==> config.mk <==
export PLATFORM = sky130hd
export DESIGN_NAME = rf_write_port_ctrl
export DESIGN_NICKNAME = d
export VERILOG_FILES = /design/src/rtl/rf_write_port_ctrl.sv
export SDC_FILE = /design/constraint.sdc
export NUM_CORES = 1
export LEC_CHECK = 0
export BUFFER_PORTS_ARGS = -buffer_cell sky130_fd_sc_hd__buf_4
export CAP_MARGIN = 20
export CORE_ASPECT_RATIO = 0.8
export CORE_UTILIZATION = 44
export CTS_BUF_LIST = sky130_fd_sc_hd__clkbuf_16
export CTS_CLUSTER_SIZE = 30
export DETAILED_ROUTE_END_ITERATION = 12
export SETUP_SLACK_MARGIN = 0.05
export SLEW_MARGIN = 15
export SYNTH_ARGS = -nofsm -noshare
export SYNTH_HDL_FRONTEND = slang
export SYNTH_SLANG_ARGS = --single-unit
==> constraint.sdc <==
create_clock -name clk -period 5.68 [get_ports clk]
set_input_delay 1.136 -clock clk [delete_from_list [all_inputs] [get_ports clk]]
set_output_delay 1.136 -clock clk [all_outputs]
set_load 0.03 [all_outputs]
==> src/rtl/rf_write_port_ctrl.sv <==
// rf_write_port_ctrl
// Write-side controller for the register file's single write port.
// ALU results always win the port and never stall; memory-load results wait
// in a small FIFO and drain in ALU bubbles. A younger ALU write to the same
// register supersedes any queued load to it: the load entry is invalidated in
// place and later pops as a bubble. pending_o lets the hazard logic see every
// register with a write still queued or currently on the write port.
module rf_write_port_ctrl #(
  parameter int raw   = 4,
  parameter int DEPTH = 4
) (
  input  logic                  clk,
  input  logic                  reset,
  input  logic                  alu_valid_i,
  input  logic [raw-1:0]        alu_addr_i,
  input  logic [7:0]            alu_data_i,
  input  logic                  ld_valid_i,
  output logic                  ld_ready_o,
  input  logic [raw-1:0]        ld_addr_i,
  input  logic [7:0]            ld_data_i,
  output logic                  wen_o,
  output logic [raw-1:0]        waddr_o,
  output logic [7:0]            wdata_o,
  output logic [(2**raw)-1:0]   pending_o,
  output logic [7:0]            squash_cnt_o
);

  localparam int AW   = $clog2(DEPTH);
  localparam int NREG = 2**raw;
  localparam logic [AW:0] PTR_ONE = {{AW{1'b0}}, 1'b1};

  // Load FIFO storage; valid bits are separate from occupancy so superseded
  // entries can be dropped without compacting the queue.
  logic [raw-1:0]   mem_addr [DEPTH];
  logic [7:0]       mem_data [DEPTH];
  logic [DEPTH-1:0] mem_vld;

  // Pointers carry one extra wrap bit to tell full from empty.
  logic [AW:0]      wr_ptr;
  logic [AW:0]      rd_ptr;
  logic [AW-1:0]    wr_idx;
  logic [AW-1:0]    rd_idx;

  logic             fifo_full;
  logic             fifo_empty;
  logic             ld_accept;
  logic             ld_squash;
  logic             do_enq;
  logic             do_pop;
  logic [DEPTH-1:0] squash_hit;
  logic [7:0]       squash_num;
  logic [8:0]       squash_sum;

  assign wr_idx = wr_ptr[AW-1:0];
  assign rd_idx = rd_ptr[AW-1:0];

  assign fifo_full  = (wr_ptr[AW] != rd_ptr[AW]) && (wr_idx == rd_idx);
  assign fifo_empty = (wr_ptr == rd_ptr);

  // ready depends only on registered pointers, so a full FIFO refuses a load
  // even in a cycle where it also pops.
  assign ld_ready_o = !fifo_full;
  assign ld_accept  = ld_valid_i && !fifo_full;

  // A load arriving with an ALU write to the same register is older and
  // therefore dead on arrival: handshake completes but nothing is queued.
  assign ld_squash  = alu_valid_i && ld_accept && (ld_addr_i == alu_addr_i);
  assign do_enq     = ld_accept && !ld_squash;
  assign do_pop     = !alu_valid_i && !fifo_empty;

  // Find queued loads superseded by this cycle's ALU write and count drops.
  always_comb begin
    squash_hit = '0;
    squash_num = {7'd0, ld_squash};
    for (int i = 0; i < DEPTH; i++) begin
      if (alu_valid_i && mem_vld[i] && (mem_addr[i] == alu_addr_i)) begin
        squash_hit[i] = 1'b1;
        squash_num    = squash_num + 8'd1;
      end
    end
    squash_sum = {1'b0, squash_cnt_o} + {1'b0, squash_num};
  end

  // Pointer, valid-bit and squash-counter state.
  always_ff @(posedge clk or posedge reset) begin
    if (reset) begin
      wr_ptr       <= '0;
      rd_ptr       <= '0;
      mem_vld      <= '0;
      squash_cnt_o <= '0;
    end else begin
      mem_vld <= (mem_vld & ~squash_hit)
                 & ~(do_pop ? ({{(DEPTH-1){1'b0}}, 1'b1} << rd_idx) : '0)
                 | (do_enq ? ({{(DEPTH-1){1'b0}}, 1'b1} << wr_idx) : '0);
      if (do_enq) begin
        wr_ptr <= wr_ptr + PTR_ONE;
      end
      if (do_pop) begin
        rd_ptr <= rd_ptr + PTR_ONE;
      end
      squash_cnt_o <= squash_sum[8] ? 8'hFF : squash_sum[7:0];
    end
  end

  // Payload storage; contents are don't-care until their valid bit is set.
  always_ff @(posedge clk) begin
    if (do_enq) begin
      mem_addr[wr_idx] <= ld_addr_i;
      mem_data[wr_idx] <= ld_data_i;
    end
  end

  // Registered write port: ALU first, else the FIFO head. An invalidated
  // head pops as a bubble and leaves waddr/wdata untouched.
  always_ff @(posedge clk or posedge reset) begin
    if (reset) begin
      wen_o   <= 1'b0;
      waddr_o <= '0;
      wdata_o <= '0;
    end else if (alu_valid_i) begin
      wen_o   <= 1'b1;
      waddr_o <= alu_addr_i;
      wdata_o <= alu_data_i;
    end else if (do_pop) begin
      wen_o <= mem_vld[rd_idx];
      if (mem_vld[rd_idx]) begin
        waddr_o <= mem_addr[rd_idx];
        wdata_o <= mem_data[rd_idx];
      end
    end else begin
      wen_o <= 1'b0;
    end
  end

  // Pending mask from registered state only: the write on the port plus
  // every still-valid queued load.
  always_comb begin
    pending_o = '0;
    for (int i = 0; i < DEPTH; i++) begin
      if (mem_vld[i]) begin
        pending_o[mem_addr[i]] = 1'b1;
      end
    end
    if (wen_o) begin
      pending_o[waddr_o] = 1'b1;
    end
  end

  // NREG documents the mask width; keep it tied to the port declaration.
  if (NREG != $bits(pending_o)) begin : g_width_guard
    $error("pending_o width does not match register count");
  end

endmodule

==> results of run 1 <==
[cell families (layout without fill, tap and decap cells)]
kind of cell / count (synthesis) / count (layout) / synth area share (%)
multiplexers: 30 / 30 / 10.4
flip-flops: 79 / 79 / 48.2
adder cells (fa/ha/maj): 18 / 18 / 5.06
AO/OA/AOI/OAI: 70 / 70 / 10.3
other: 1 / 1 / 0.0815
AND/OR/NAND/NOR: 145 / 145 / 16.1
XOR/XNOR: 26 / 26 / 5.28
buffers and inverters: 45 / 105 / 4.60
[through the flow]
step	power, mW	setup WS, ns	cells	util (%)	instance area, um2
6_report	2.90	0.676	610	54.9	5430
5_1_grt	3.08	0.380	610	54.9	5430
4_1_cts	2.92	0.740	610	54.9	5430
3_5_place_dp	2.37	0.376	594	52.0	5150
3_3_place_gp	2.36	0.526	594	52.0	5150
2_1_floorplan	1.94	0.873	414	-	4600
[per-layer routing]
metal | GRT usage (%) | part of all wire, % | vias to the layer above
met5 | 0 | 0 | -
li1 | - | - | 1624
met2 | 34.5 | 45 | 169
met1 | 31.3 | 46 | 1718
met4 | 5.34 | 1.2 | 0
met3 | 6.29 | 8.4 | 19
[worst paths after layout]
| path | start | to | slack (ns) | cells past startpoint |
|---|---|---|---|---|
| worst min-delay path | wr_ptr[2]$_DFFE_PP0P_ | wr_ptr[2]$_DFFE_PP0P_ | 0.49 | 1 |
| worst min register to register | wr_ptr[2]$_DFFE_PP0P_ | wr_ptr[2]$_DFFE_PP0P_ | 0.49 | 1 |
| worst max register to register | mem_addr[0][3]$_DFFE_PP_ | squash_cnt_o[5]$_DFF_PP0_ | 1.21 | 18 |
| min in group asynchronous | reset | rd_ptr[1]$_DFFE_PP0P_ | 0.90 | 3 |
| max in group asynchronous | reset | waddr_o[3]$_DFFE_PP0P_ | 4.45 | 3 |
| worst max-delay path | alu_addr_i[2] | squash_cnt_o[5]$_DFF_PP0_ | 0.68 | 19 |
[area by class of cell]
type / count / area [um2] / share of cell area [%]
Clock buffer: 9 / 225 / 4.15
Clock inverter: 7 / 55.1 / 1.01
Inverter: 21 / 78.8 / 1.45
Multi-Input combinational cell: 290 / 2170 / 40.0
Sequential cell: 79 / 2220 / 40.8
Tap cell: 136 / 170 / 3.14
Timing Repair Buffer: 68 / 510 / 9.41
[power breakdown]
group          leakage (nW)  switching (mW)  internal [mW]
clock network         0.139           0.241          0.302
registers             0.794           0.202          0.804
logic                  1.32           0.793          0.563
[registers in the layout, summed over array words and instances, names as in the netlist]
name	cells
wen_o	1
wr_ptr	3
wdata_o	8
squash_cnt_o	8
rd_ptr	3
mem_vld	4
waddr_o	4
mem_addr	16
mem_data	32
[cell usage in the layout (no fill, tap or decap), types with 3 or more instances in the layout]
cell,instances
a31o_2,4
xor2_1,13
nor2_1,22
nand3_1,23
o211ai_1,3
a22oi_1,14
ha_1,17
edfxtp_1,48
xnor2_1,11
inv_6,3
dfrtp_1,31
o21ai_0,18
and3_1,5
nor3b_1,5
mux2i_1,14
nand2_1,43
inv_1,21
mux4_2,12
nand2b_1,7
a21oi_1,5
and2_1,4
nor2b_1,13
a31oi_1,5
nor3_1,6
nand4_1,7
a221oi_1,5
buf_4,68
clkbuf_16,9
o21ai_1,3
[worst max-delay path, cell delays in order]
cell	delay, ns
buf_4	0.15
xor2_1	0.16
nor4_1	0.46
nand3_1	0.18
ha_1	0.37
xnor2_2	0.21
ha_1	0.26
mux2_4	0.29
ha_1	0.20
inv_1	0.05
nor2_1	0.05
xor2_1	0.16
ha_1	0.30
nor2b_1	0.14
o21ai_0	0.21
a21boi_0	0.16
o21ai_0	0.48
nand3_1	0.13
o21a_1	0.12
==> metrics.cfg, run 1 <==
[run_status]
status=complete, no violations

[clock_tree]
clk_pin_slew_ns=0.07
clk_latency_ns=0.34
cts-root-buf=clkbuf_16
cts_tree=done
cts_resized=0
cts_buffers=9
clock_sinks=79
cts-htree-levels=3
cts_hold_buf=0
clk_path_buf_depth=2
post_cts_buffers=0

[timing]
final_hold_viol_count=0
holdWs_ns=0.486
fin_crit_sh_pct=88.1
setup_violations=0
fin_crit_ns=5.00
tns_ns=0
finalClockSkew_ns=0.00992
rsz0062_at_grt=no
fmax_ghz=0.200
drv_slew=0
worst_slew_pin_slew_ns=1.03
relSlewSlack_pct=31.3

[synthesis]
async_reset_ff_share_pct=39.2
synth_most_common_cell=edfxtp_1
yosys-top-cells-count=edfxtp_1, nand2_1, dfrtp_1
syn_area_per_cell_um2=11.1
yosysTopAreaCell=edfxtp_1
synth-edff-count=48
ys.flop_type=edfxtp_1
netlist_area_um2=4600
ys_types=56
synth_area_leaders=edfxtp_1, dfrtp_1, mux4_2
synth_top_area_share_pct=31.3
syn-num-nets=460
yosysSeqAreaShare_pct=48.2
synth_seq_cells=79
synthCells=414
yosys_warnings=0

[die]
die-area_um2=10900
row_count=32
start_util_pct=46.5
boundaryPins=66
die_y_um=93.4
fp.dieW_um=116
core-area_um2=9890

[global_routing]
grt_pass1_vias=3347
grt_first_pass_wirelength_mm=18.0
grt_overflow=0
grt_max_degree=32
antenna_found_initial=0
grt_usage_pct=22.5

[worst_setup_path]
crit_arrival_ns=5.24
path_class=in2reg
endpoint_kind=register
worstPathMaxFanout=6
crit_required_ns=5.91
startpoint_type=primary input

[detailed_routing]
vias_per_cell=5.79
ant_nets=0
drc=0
wl_per_cell_um=19.0
vias=3530
routed_wl_mm=11.6
first_pass_iters=5
dr.first_iter.drc_count=417

[placed_design]
portBuffers=65
post-dp-hpwl_mm=8.04
gp_congestion=0.939

[final_layout]
num_antenna_cells=0
drive_gt1_share_pct=23.2
n_fill_cell=887
syn_to_final_growth_pct=18.0
nNetsFinal=515

[run]
drv_cap=0

[power_and_ir_drop]
vdd_drop_max_v=0.000373
power_leakage_nw=2.25
powerDensity_nw_per_um2=535

[worst_hold_path]
hold_class=reg2reg

Note: power is estimated with default switching activity, not from simulation.
==> run 2: changes to the inputs <==
Settings changed: GPL_TIMING_DRIVEN from default to 0.
==> metrics.cfg, run 2 (synthesis gave the netlist of run 1 again) <==
[clock_tree]
clock_sinks=79  ; unchanged
cts_hold_buf=0  ; unchanged
clk_path_buf_depth=2  ; unchanged
clk_pin_slew_ns=0.06  ; about the same
cts-root-buf=clkbuf_16
cts_resized=0  ; unchanged
cts_tree=done
cts_buffers=9  ; unchanged
cts-htree-levels=3  ; unchanged
post_cts_buffers=0  ; unchanged
clk_latency_ns=0.34  ; about the same

[timing]
holdWs_ns=0.486  ; -0.000290 ns
rsz0062_at_grt=no
setup_violations=0  ; unchanged
worst_slew_pin_slew_ns=0.852  ; -0.179 ns
tns_ns=0  ; unchanged
setup_slack_ns=0.416  ; -0.260 ns
finalClockSkew_ns=0.0105  ; +0.000607 ns
fin_crit_sh_pct=92.7  ; +4.6 points
drv_slew=0  ; unchanged
fmax_ghz=0.190  ; -4.9%
relSlewSlack_pct=43.2  ; +12 points
fin_crit_ns=5.26  ; +0.260 ns
final_hold_viol_count=0  ; unchanged

[detailed_routing]
drc=0  ; unchanged
routed_wl_mm=12.2  ; +5.2%
ant_nets=0  ; unchanged
vias=3610  ; +2.3%
dr.first_iter.drc_count=267  ; -36%
first_pass_iters=5  ; unchanged
vias_per_cell=5.76  ; -0.51%
wl_per_cell_um=19.4  ; +2.3%

[final_layout]
syn_to_final_growth_pct=20.1
seq_area_um2=2220  ; unchanged
largest_reg_flops=32  ; unchanged
mostFrequentLayoutCell=buf_4
reg_top3=mem_data x32, mem_addr x16
fin_util_pct=55.9  ; +0.97 points
nNetsFinal=532  ; +3.3%
num_antenna_cells=0  ; unchanged
regMostFlops=mem_data
final_cell_mix=buf_4, edfxtp_1, nand2_1
n_fill_cell=904  ; +1.9%
multi_input_area_um2=2170  ; unchanged
final_area_um2=5520  ; +1.8%
drive_gt1_share_pct=23.6  ; +0.42 points

[die]
die-area_um2=10900  ; unchanged
fp.dieW_um=116  ; unchanged
boundaryPins=66  ; unchanged
die_y_um=93.4  ; unchanged
start_util_pct=46.5  ; unchanged
core-area_um2=9890  ; unchanged
row_count=32  ; unchanged

[global_routing]
grt_overflow=0  ; unchanged
grt_max_degree=32  ; unchanged
antenna_found_initial=0  ; unchanged
grt_first_pass_wirelength_mm=19.3  ; +7.6%
grt_usage_pct=24.3  ; +1.8 points
grt_pass1_vias=3538  ; +5.7%

[worst_setup_path]
worstPathMaxFanout=7  ; +1
startpoint_type=primary input
crit_required_ns=5.91  ; about the same
r2r_cells=19  ; +1
endpoint_kind=register
path_class=in2reg
r2r_slack_ns=0.90  ; -0.31 ns
crit_arrival_ns=5.50  ; +0.26 ns

[worst_hold_path]
hold_class=reg2reg
hold_path_depth=1  ; unchanged

[power_and_ir_drop]
vdd_drop_max_v=0.000358  ; -4.0%
power_leakage_nw=2.29  ; +1.6%
powerDensity_nw_per_um2=540  ; +0.85%

[run]
drv_cap=0  ; unchanged

[run_status]
status=complete, no violations

[placed_design]
post-dp-hpwl_mm=8.56  ; +6.5%
portBuffers=61  ; -6.2%
gp_congestion=0.900  ; -4.2%
placed_area_um2=5230  ; +1.6%
place_ws_ns=0.135  ; -0.241 ns

run 2: cell count changes in the layout (fill, tap and decap cells not counted), moves of 2 or more:
| cell | change |
|---|---|
| clkinvlp_4 | +2 |
| buf_4 | -6 |
| clkbuf_1 | +11 |
| inv_6 | -2 |
| buf_6 | +4 |
| buf_2 | +7 |
run 2: path summary, 6_finish.rpt:
kind | end | start
min in group asynchronous | squash_cnt_o[3]$_DFF_PP0_ | reset
max reg2reg | squash_cnt_o[5]$_DFF_PP0_ | mem_addr[0][2]$_DFFE_PP_
min | wr_ptr[2]$_DFFE_PP0P_ | wr_ptr[2]$_DFFE_PP0P_
max | squash_cnt_o[5]$_DFF_PP0_ | alu_addr_i[3]
min reg2reg | wr_ptr[2]$_DFFE_PP0P_ | wr_ptr[2]$_DFFE_PP0P_
max in group asynchronous | waddr_o[1]$_DFFE_PP0P_ | reset
run 2: area by class of cell:
cell class / instances / area share (%)
Sequential cell: 79 / 40.1
Multi-Input combinational cell: 290 / 39.3
Timing Repair Buffer: 61 / 8.29
Clock buffer: 9 / 4.08
Tap cell: 136 / 3.08
Buffer: 24 / 2.40
Inverter: 21 / 1.43
Clock inverter: 7 / 1.29
run 2: stage by stage:
| stage | cells | total power [mW] |
|---|---|---|
| floorplan | 414 | 1.94 |
| global placement | 611 | 2.39 |
| detailed placement | 611 | 2.41 |
| CTS | 627 | 2.99 |
| global route | 627 | 3.16 |
| finish | 627 | 2.98 |
run 2: critical path, stage by stage:
cell      delay, ns
buf_2          0.17
xor2_1         0.16
nor4_1         0.53
nand3_1        0.20
ha_1           0.38
xnor2_2        0.23
ha_1           0.28
mux2_4         0.29
ha_1           0.20
inv_1          0.05
nor2_1         0.04
xor2_1         0.16
ha_1           0.31
nor2b_1        0.15
o21ai_0        0.22
a21boi_0       0.17
o21ai_0        0.53
nand3_1        0.15
o21a_1         0.12
run 2: power by group:
part	leakage, nW	internal (mW)	switching [mW]	total, mW
registers	0.794	0.803	0.140	0.943
logic	1.36	0.586	0.875	1.46
clock network	0.138	0.340	0.236	0.576
run 2: metal layers:
layer	part of all wire, %	global-route usage (%)
met2	45	35.7
met4	2.0	8.12
met1	46	35.3
met5	0	0
met3	7.2	5.25
==> run 3: changes to the inputs <==
Settings changed: RECOVER_POWER from default to 25.
==> metrics.cfg, run 3 (synthesis gave the netlist of run 1 again) <==
[run_status]
status=complete, no violations

[worst_setup_path]
crit_arrival_ns=5.46  ; -0.04 ns
path_class=in2reg
crit_required_ns=5.91  ; about the same
r2r_slack_ns=0.86  ; -0.04 ns
startpoint_type=primary input
worstPathMaxFanout=6  ; -1
endpoint_kind=register

[detailed_routing]
routed_wl_mm=12.2  ; -0.14%
route.met2.wl_mm=5.43  ; -0.51%
vias_per_cell=5.74  ; -0.25%
wl_per_cell_um=19.4  ; -0.14%
ant_nets=0  ; unchanged
first_pass_iters=5  ; unchanged
wl_met1_mm=5.58  ; -0.82%
top_layer_used=met4
drc=0  ; unchanged
wl_met3_um=933  ; +6.9%
dr.first_iter.drc_count=311  ; +16%
vias=3601  ; -0.25%

[final_layout]
final_cell_mix=buf_4, edfxtp_1, nand2_1
n_fill_cell=918  ; +1.5%
nNetsFinal=532  ; unchanged
reg_top3=mem_data x32, mem_addr x16
drive_gt1_share_pct=21.0  ; -2.6 points
seq_area_um2=2220  ; unchanged
num_antenna_cells=0  ; unchanged
final_area_um2=5480  ; -0.82%
largest_reg_flops=32  ; unchanged
multi_input_area_um2=2170  ; unchanged
regMostFlops=mem_data
mostFrequentLayoutCell=buf_4
syn_to_final_growth_pct=19.1

[timing]
fin_crit_ns=5.23  ; -0.0340 ns
tns_ns=0  ; unchanged
fmax_ghz=0.191  ; +0.65%
setup_violations=0  ; unchanged
relSlewSlack_pct=9.27  ; -34 points
worst_slew_pin_slew_ns=1.36  ; +0.508 ns
fin_crit_sh_pct=92.1  ; -0.60 points
drv_slew=0  ; unchanged
finalClockSkew_ns=0.0132  ; +0.00267 ns
rsz0062_at_grt=no
final_hold_viol_count=0  ; unchanged
holdWs_ns=0.486  ; +0.0000810 ns

[clock_tree]
cts_resized=0  ; unchanged
clk_pin_slew_ns=0.06  ; about the same
post_cts_buffers=0  ; unchanged
cts_hold_buf=0  ; unchanged
clock_sinks=79  ; unchanged
clk_path_buf_depth=2  ; unchanged
cts_tree=done
cts_buffers=9  ; unchanged
clk_latency_ns=0.34  ; about the same
cts-root-buf=clkbuf_16
cts-htree-levels=3  ; unchanged

[die]
core-area_um2=9890  ; unchanged
die-area_um2=10900  ; unchanged
die_y_um=93.4  ; unchanged
row_count=32  ; unchanged
boundaryPins=66  ; unchanged
start_util_pct=46.5  ; unchanged
fp.dieW_um=116  ; unchanged

[global_routing]
grt_overflow=0  ; unchanged
grt_first_pass_wirelength_mm=19.3  ; unchanged
grt_pass1_vias=3538  ; unchanged
grt_usage_pct=24.3  ; unchanged
antenna_found_initial=0  ; unchanged
grt_max_degree=32  ; unchanged

[power_and_ir_drop]
vdd_drop_max_v=0.000358  ; +0.12%
powerDensity_nw_per_um2=543  ; +0.63%
power_leakage_nw=2.25  ; -1.9%

[placed_design]
placed_area_um2=5230  ; unchanged
gp_congestion=0.900  ; unchanged
portBuffers=61  ; unchanged
post-dp-hpwl_mm=8.56  ; unchanged

[worst_hold_path]
hold_class=reg2reg

[run]
drv_cap=0  ; unchanged

run 3: worst paths after layout:
path,from,to,depth (start not counted)
hold reg to reg,wr_ptr[2]$_DFFE_PP0P_,wr_ptr[2]$_DFFE_PP0P_,1
setup / recovery,ld_addr_i[2],squash_cnt_o[5]$_DFF_PP0_,19
max in group asynchronous,reset,waddr_o[1]$_DFFE_PP0P_,2
setup reg to reg,mem_addr[0][2]$_DFFE_PP_,squash_cnt_o[5]$_DFF_PP0_,19
hold / removal,wr_ptr[2]$_DFFE_PP0P_,wr_ptr[2]$_DFFE_PP0P_,1
min in group asynchronous,reset,squash_cnt_o[3]$_DFF_PP0_,2
run 3: stage by stage:
step / instances / utilization, % / power (mW) / setup slack, ns
after detailed placement: 611 / 52.9 / 2.41 / 0.135
after global routing: 627 / 55.4 / 3.15 / 0.0942
after CTS: 627 / 55.9 / 2.99 / 0.466
after global placement: 611 / 52.9 / 2.39 / 0.236
final: 627 / 55.4 / 2.98 / 0.450
after floorplan: 414 / - / 1.94 / 0.873
run 3: metal layers:
metal / global-route usage (%) / vias to the layer above
met5: 0 / -
met4: 8.12 / 0
met3: 5.25 / 20
met2: 35.7 / 153
met1: 35.3 / 1771
li1: - / 1657
run 3: final cells by class:
class | count | area share, %
Clock inverter | 7 | 1.30
Tap cell | 136 | 3.11
Timing Repair Buffer | 61 | 7.54
Clock buffer | 9 | 4.11
Buffer | 24 | 2.42
Sequential cell | 79 | 40.5
Multi-Input combinational cell | 290 | 39.6
Inverter | 21 | 1.44
run 3: where the power goes:
| group | total, mW | internal, mW | switching, mW |
|---|---|---|---|
| Combinational | 1.46 | 0.583 | 0.874 |
| Clock | 0.575 | 0.340 | 0.235 |
| Sequential | 0.943 | 0.803 | 0.140 |
run 3: worst max-delay path, cell delays in order:
cell,delay (ns)
clkbuf_1,0.24
xor2_1,0.12
nor4_1,0.47
nand3_1,0.19
ha_1,0.38
xnor2_2,0.25
ha_1,0.28
mux2_4,0.29
ha_1,0.20
inv_1,0.05
nor2_1,0.04
xor2_1,0.16
ha_1,0.31
nor2b_1,0.15
o21ai_0,0.22
a21boi_0,0.17
o21ai_0,0.53
nand3_1,0.15
o21a_1,0.12
